`src/rtl/lcd_frame_scheduler.sv`:
```
// lcd_frame_scheduler: runs the LCD power-up command sequence, then round-robin streams
// one 32-character frame per granted source onto the LCD pins, paced by a 1 ms tick.
module lcd_frame_scheduler #(
  parameter int INIT_WAIT  = 20,
  parameter int CLEAR_WAIT = 2
) (
  input  logic       clk,
  input  logic       resetn,
  input  logic       tick,
  input  logic [3:0] req,
  input  logic [7:0] char_data,
  output logic [1:0] char_sel,
  output logic [4:0] char_idx,
  output logic [1:0] grant,
  output logic       busy,
  output logic       done,
  output logic       LCD_ON,
  output logic       LCD_RW,
  output logic       LCD_RS,
  output logic       LCD_EN,
  output logic [7:0] LCD_DATA
);
  typedef enum logic [2:0] {INIT_DLY, INIT_CMD, CLR_WAIT, IDLE, ADDR1, CHARS1, ADDR2, CHARS2} state_t;
  state_t      state_q, state_d;
  logic [15:0] cnt_q, cnt_d;
  logic        ph_q, ph_d, en_q, en_d, rs_q, rs_d, done_q, done_d;
  logic [7:0]  data_q, data_d, init_byte;
  logic [4:0]  idx_q, idx_d;
  logic [1:0]  grant_q, grant_d, last_q, last_d, win, j;
  logic [3:0]  pend_q, pend_d, clr;
  logic        is_char;
  assign init_byte = cnt_q[1:0] == 2'd0 ? 8'h38 :
                     cnt_q[1:0] == 2'd1 ? 8'h0C :
                     cnt_q[1:0] == 2'd2 ? 8'h01 : 8'h06;
  assign is_char = state_q == CHARS1 || state_q == CHARS2;
  assign pend_d  = (pend_q & ~clr) | req;
  // Scan from the farthest candidate back so the nearest set bit after last_q wins.
  always_comb begin
    win = last_q;
    j   = last_q;
    for (int k = 4; k >= 1; k--) begin
      j = last_q + 2'(k);
      if (pend_q[j]) win = j;
    end
  end
  always_comb begin
    state_d = state_q;
    cnt_d   = cnt_q;
    ph_d    = ph_q;
    en_d    = en_q;
    rs_d    = rs_q;
    data_d  = data_q;
    idx_d   = idx_q;
    grant_d = grant_q;
    last_d  = last_q;
    done_d  = 1'b0;
    clr     = 4'b0;
    case (state_q)
      INIT_DLY: if (tick) begin
        cnt_d = cnt_q + 16'd1;
        if (cnt_q == 16'(INIT_WAIT - 1)) begin
          state_d = INIT_CMD;
          cnt_d   = '0;
        end
      end
      CLR_WAIT: if (tick) begin
        cnt_d = cnt_q + 16'd1;
        if (cnt_q == 16'(CLEAR_WAIT - 1)) begin
          state_d = INIT_CMD;
          cnt_d   = 16'd3;
        end
      end
      INIT_CMD: if (tick) begin
        ph_d = ~ph_q;
        en_d = ~ph_q;
        if (!ph_q) begin
          rs_d   = 1'b0;
          data_d = init_byte;
        end else if (cnt_q == 16'd3) begin
          state_d = IDLE;
          cnt_d   = '0;
        end else if (cnt_q == 16'd2 && CLEAR_WAIT > 0) begin
          state_d = CLR_WAIT;
          cnt_d   = '0;
        end else cnt_d = cnt_q + 16'd1;
      end
      IDLE: if (|pend_q) begin
        state_d  = ADDR1;
        grant_d  = win;
        last_d   = win;
        clr[win] = 1'b1;
      end
      default: if (tick) begin
        ph_d = ~ph_q;
        en_d = ~ph_q;
        if (!ph_q) begin
          rs_d   = is_char;
          data_d = is_char ? char_data : (state_q == ADDR1 ? 8'h80 : 8'hC0);
        end else begin
          idx_d   = is_char ? idx_q + 5'd1 : idx_q;
          done_d  = state_q == CHARS2 && idx_q == 5'd31;
          state_d = state_q == ADDR1  ? CHARS1 :
                    state_q == ADDR2  ? CHARS2 :
                    state_q == CHARS1 ? (idx_q == 5'd15 ? ADDR2 : CHARS1) :
                                        (idx_q == 5'd31 ? IDLE  : CHARS2);
        end
      end
    endcase
  end
  always_ff @(posedge clk or negedge resetn) begin
    if (!resetn) begin
      state_q <= INIT_DLY;
      cnt_q   <= '0;
      ph_q    <= 1'b0;
      en_q    <= 1'b0;
      rs_q    <= 1'b0;
      data_q  <= '0;
      idx_q   <= '0;
      grant_q <= '0;
      last_q  <= 2'd3;
      done_q  <= 1'b0;
      pend_q  <= '0;
    end else begin
      state_q <= state_d;
      cnt_q   <= cnt_d;
      ph_q    <= ph_d;
      en_q    <= en_d;
      rs_q    <= rs_d;
      data_q  <= data_d;
      idx_q   <= idx_d;
      grant_q <= grant_d;
      last_q  <= last_d;
      done_q  <= done_d;
      pend_q  <= pend_d;
    end
  end
  assign char_sel = grant_q;
  assign char_idx = idx_q;
  assign grant    = grant_q;
  assign busy     = state_q != IDLE;
  assign done     = done_q;
  assign LCD_ON   = 1'b1;
  assign LCD_RW   = 1'b0;
  assign LCD_RS   = rs_q;
  assign LCD_EN   = en_q;
  assign LCD_DATA = data_q;
endmodule
```
`config.mk`:
```
export PLATFORM = sky130hd
export DESIGN_NAME = lcd_frame_scheduler
export DESIGN_NICKNAME = d
export VERILOG_FILES = /design/src/rtl/lcd_frame_scheduler.sv
export SDC_FILE = /design/constraint.sdc
export NUM_CORES = 1
export LEC_CHECK = 0
export BUFFER_PORTS_ARGS = -buffer_cell sky130_fd_sc_hd__buf_2
export CAP_MARGIN = 20
export CORE_MARGIN = 1.5
export CORE_UTILIZATION = 50
export DETAILED_ROUTE_END_ITERATION = 8
export GPL_TIMING_DRIVEN = 1
export PLACE_DENSITY = 0.72
export SETUP_SLACK_MARGIN = 0.2
export SLEW_MARGIN = 15
export SYNTH_ARGS = -nofsm -noshare
export SYNTH_HDL_FRONTEND = slang
export SYNTH_SLANG_ARGS = --single-unit
```
`constraint.sdc`:
```
create_clock -name clk -period 2.9 [get_ports clk]
set_input_delay 0.58 -clock clk [delete_from_list [all_inputs] [get_ports clk]]
set_output_delay 0.58 -clock clk [all_outputs]
set_load 0.005 [all_outputs]
```
==> summary.md <==
| Metric | Value |
|---|---|
| Via/cell ratio | 5.29 |
| Final ANT Viol Nets | 0 |
| Clk_lat worst skew | 0.29 ns |
| Via count | 1746 |
| CORE AREA | 4440 µm² |
| Num Clock Sinks | 43 |
| First-pass GRT wire length | 7.47 mm |
| Clock Power Share | 0.349 |
| Root buffer cell | clkbuf_8 |
| Die area | 5130 µm² |
| CTS tree | done |
| Routed WL | 4.27 mm |
| Dpl cells | 322 |
| Synth area leader | dfrtp_1 |
| Final Hold Fails | 0 |
| Final hold slack | 0.431 ns |
| Slew Limit Fails | 0 |
| Largest net degree at the start of global routing | 44 |
| Finished Layout Cells | 330 |
| Reg clk slew, reported paths | 0.09 ns |
| RSZ-0062 raised after global routing | false |
| Final setup vio count | 0 |
| Period utilisation layout | 0.721 |
| Syn Area/Cell | 9.62 µm² |
| Seq/Total Area, Yosys | 0.458 |
| All-Layer GR Usage | 0.185 |
| Seq cells post-synth | 43 |
| Post-synth EDFFs | 0 |
| Class of the worst hold path | in -> async |
| CP required | 3.04 ns |
| Synth area leaders | dfrtp_1 44%, nand2_1 4.9%, xnor2_1 4.8% |
| Final Net Count | 300 |
| Mapped Area | 2360 µm² |
| Net Sw Frac | 0.268 |
| Element type at the critical path start | register |
| Power, Total | 1.57 mW |
| Cell-internal power | 1.15 mW |
| Seq pwr share | 0.480 |
| CTS max path bufs | 2 |
| Layout area overhead | 13.8% |
| Max Cap Viol | 0 |
| First-pass detailed-route iteration total | 6 |
| Layout cells sized above 1 | 0.230 |
| Comb power frac | 0.171 |
| NetSw | 422 µW |
| I/O pins | 38 |
| Mapped Cells | 245 |
| Post-CTS sizing | 0 |
| Port bufs | 35 |
| Crit path kind | reg -> reg |
| PD cells | 586 nW/µm² |
| Minimum clock period | 2.09 ns |
| Fmax | 478 MHz |
| Row cnt | 24 |
| Post-CTS Setup Inserts | 0 |
| N_diodes | 0 |
| Net Count, Synth | 268 |
| Fin Setup TNS | 0 ns |
| Setup Skew | 0.00944 ns |
| Initial antenna violation count | 0 |
| Library cells used by synthesis | 55 |
| Critical Path End Type | register |
| Worst slew margin | 0.373 |
| Initial DRC Count | 110 |
| Placed cell areas | 2540 µm² |
| Gpl congestion | 0.852 |
| Die X-Extent | 71.6 µm |
| H-tree lvl count | 2 |
| Data arrival, critical path | 2.23 ns |
| P_leak | 1.24 nW |
| Final instance area | 2680 µm² |
| Cts hold-fix bufs | 0 |
| Vias in the first global route | 1629 |
| Worst slew pin tran | 0.941 ns |
| FILL cells | 405 |
| FFs w/ async S/R, synth | 1.00 |
| Post-synth top flop | dfrtp_1 |
| Initial Util | 0.530 |
| Worst-path fanout max | 20 |
| Synth warn | 0 |
| Die span in y | 71.6 µm |
| Number of remaining DRC errors | 0 |
| WL per Instance | 13.0 µm |
| Post-DP HPWL | 3.04 mm |
| CTS Buf Count | 5 |
| Max VDD drop | 271 µV |
| Status | completed |
| Post-synth top area share | 0.435 |
| GRT overflow | 0 |
cell type report:
cell class                      instances  area (µm²)  area share
Inverter                               12        45.0      0.0168
Sequential cell                        43        1080       0.402
Multi-Input combinational cell        178        1170       0.435
Clock buffer                            5        68.8      0.0257
Timing Repair Buffer                   37         190      0.0709
Clock inverter                          3        67.6      0.0252
Tap cell                               52        65.1      0.0243
logic make-up after synthesis:
group / Yosys count / share of synthesized area
adders and majority gates: 8 / 0.0425
muxes: 3 / 0.0133
DFF: 43 / 0.458
and+or+nand+nor: 98 / 0.233
buffers and inverters: 24 / 0.0473
xor gates and xnor gates: 18 / 0.0669
other: 2 / 0.00319
AOI/OAI and AO/OA: 49 / 0.136
power groups by stage:
stage          registers (mW)  logic, mW  clock network (mW)
3_3_place_gp            0.760      0.264                   0
4_1_cts                 0.752      0.275               0.564
5_1_grt                 0.768      0.310               0.586
2_1_floorplan           0.741      0.185                   0
6_report                0.753      0.269               0.549
3_5_place_dp            0.763      0.274                   0
metrics by stage:
step	setup WS (ns)	utilization
2_1_floorplan	0.955	-
4_1_cts	0.821	0.603
3_5_place_dp	0.840	0.573
5_1_grt	0.693	0.603
6_report	0.809	0.603
3_3_place_gp	0.868	0.573
synthesized netlist by cell type, drive strengths merged, types with 7 or more instances:
master	n
dfrtp	41
nand2	32
nor2	22
o21ai	15
xnor2	13
inv	12
a21oi	9
ha	8
buf	7
worst paths after layout:
check / startpoint / slack, ns / endpoint / cells past startpoint
worst min-delay path: resetn / 0.43 / char_idx[3] / 1
worst max-delay path: state_q[2] / 0.81 / cnt_q[1] / 6
min in group clk: req[0] / 0.46 / pend_q[0] / 2
worst max register to register: state_q[2] / 0.81 / cnt_q[1] / 6
max in group asynchronous: resetn / 1.89 / LCD_DATA[1] / 1
worst min register to register: LCD_DATA[7] / 0.46 / LCD_DATA[7] / 2
worst max-delay path, cell delays in order, from the launching register on:
cell     delay (ns)
dfrtp_1        0.61
nor3b_2        0.26
buf_4          0.18
mux2_2         0.33
or3_1          0.33
a21oi_1        0.16
a21oi_1        0.08
layer usage:
metal,global-route usage,part of all wire
met1,0.257,0.49
met2,0.290,0.47
met4,0.0503,0.0058
met5,0,0
met3,0.0464,0.032
cell usage in the layout, fill, tap and decap left out, types with 3 or more instances in the layout:
master    count
dfrtp_1      41
buf_2        35
nand2_1      31
nor2_1       18
o21ai_0      14
xnor2_1      13
inv_1        11
a21oi_1       9
ha_1          8
nand2b_1      5
a21o_1        5
and3_1        5
a22oi_1       5
xor2_1        5
clkbuf_8      5
nor3_1        4
nor2b_1       4
nand3_1       3
nand3b_1      3
nand4_1       3
nor4_2        3
o21a_1        3
nor2_2        3
registers in the layout, summed over array words and instances, names as in the netlist:
signal    flops
LCD_EN        1
char_sel      2
last_q        2
LCD_DATA      8
LCD_RS        1
state_q       3
char_idx      5
pend_q        4
done          1
cnt_q        16
No activity file was read; power rests on OpenSTA's default activity.
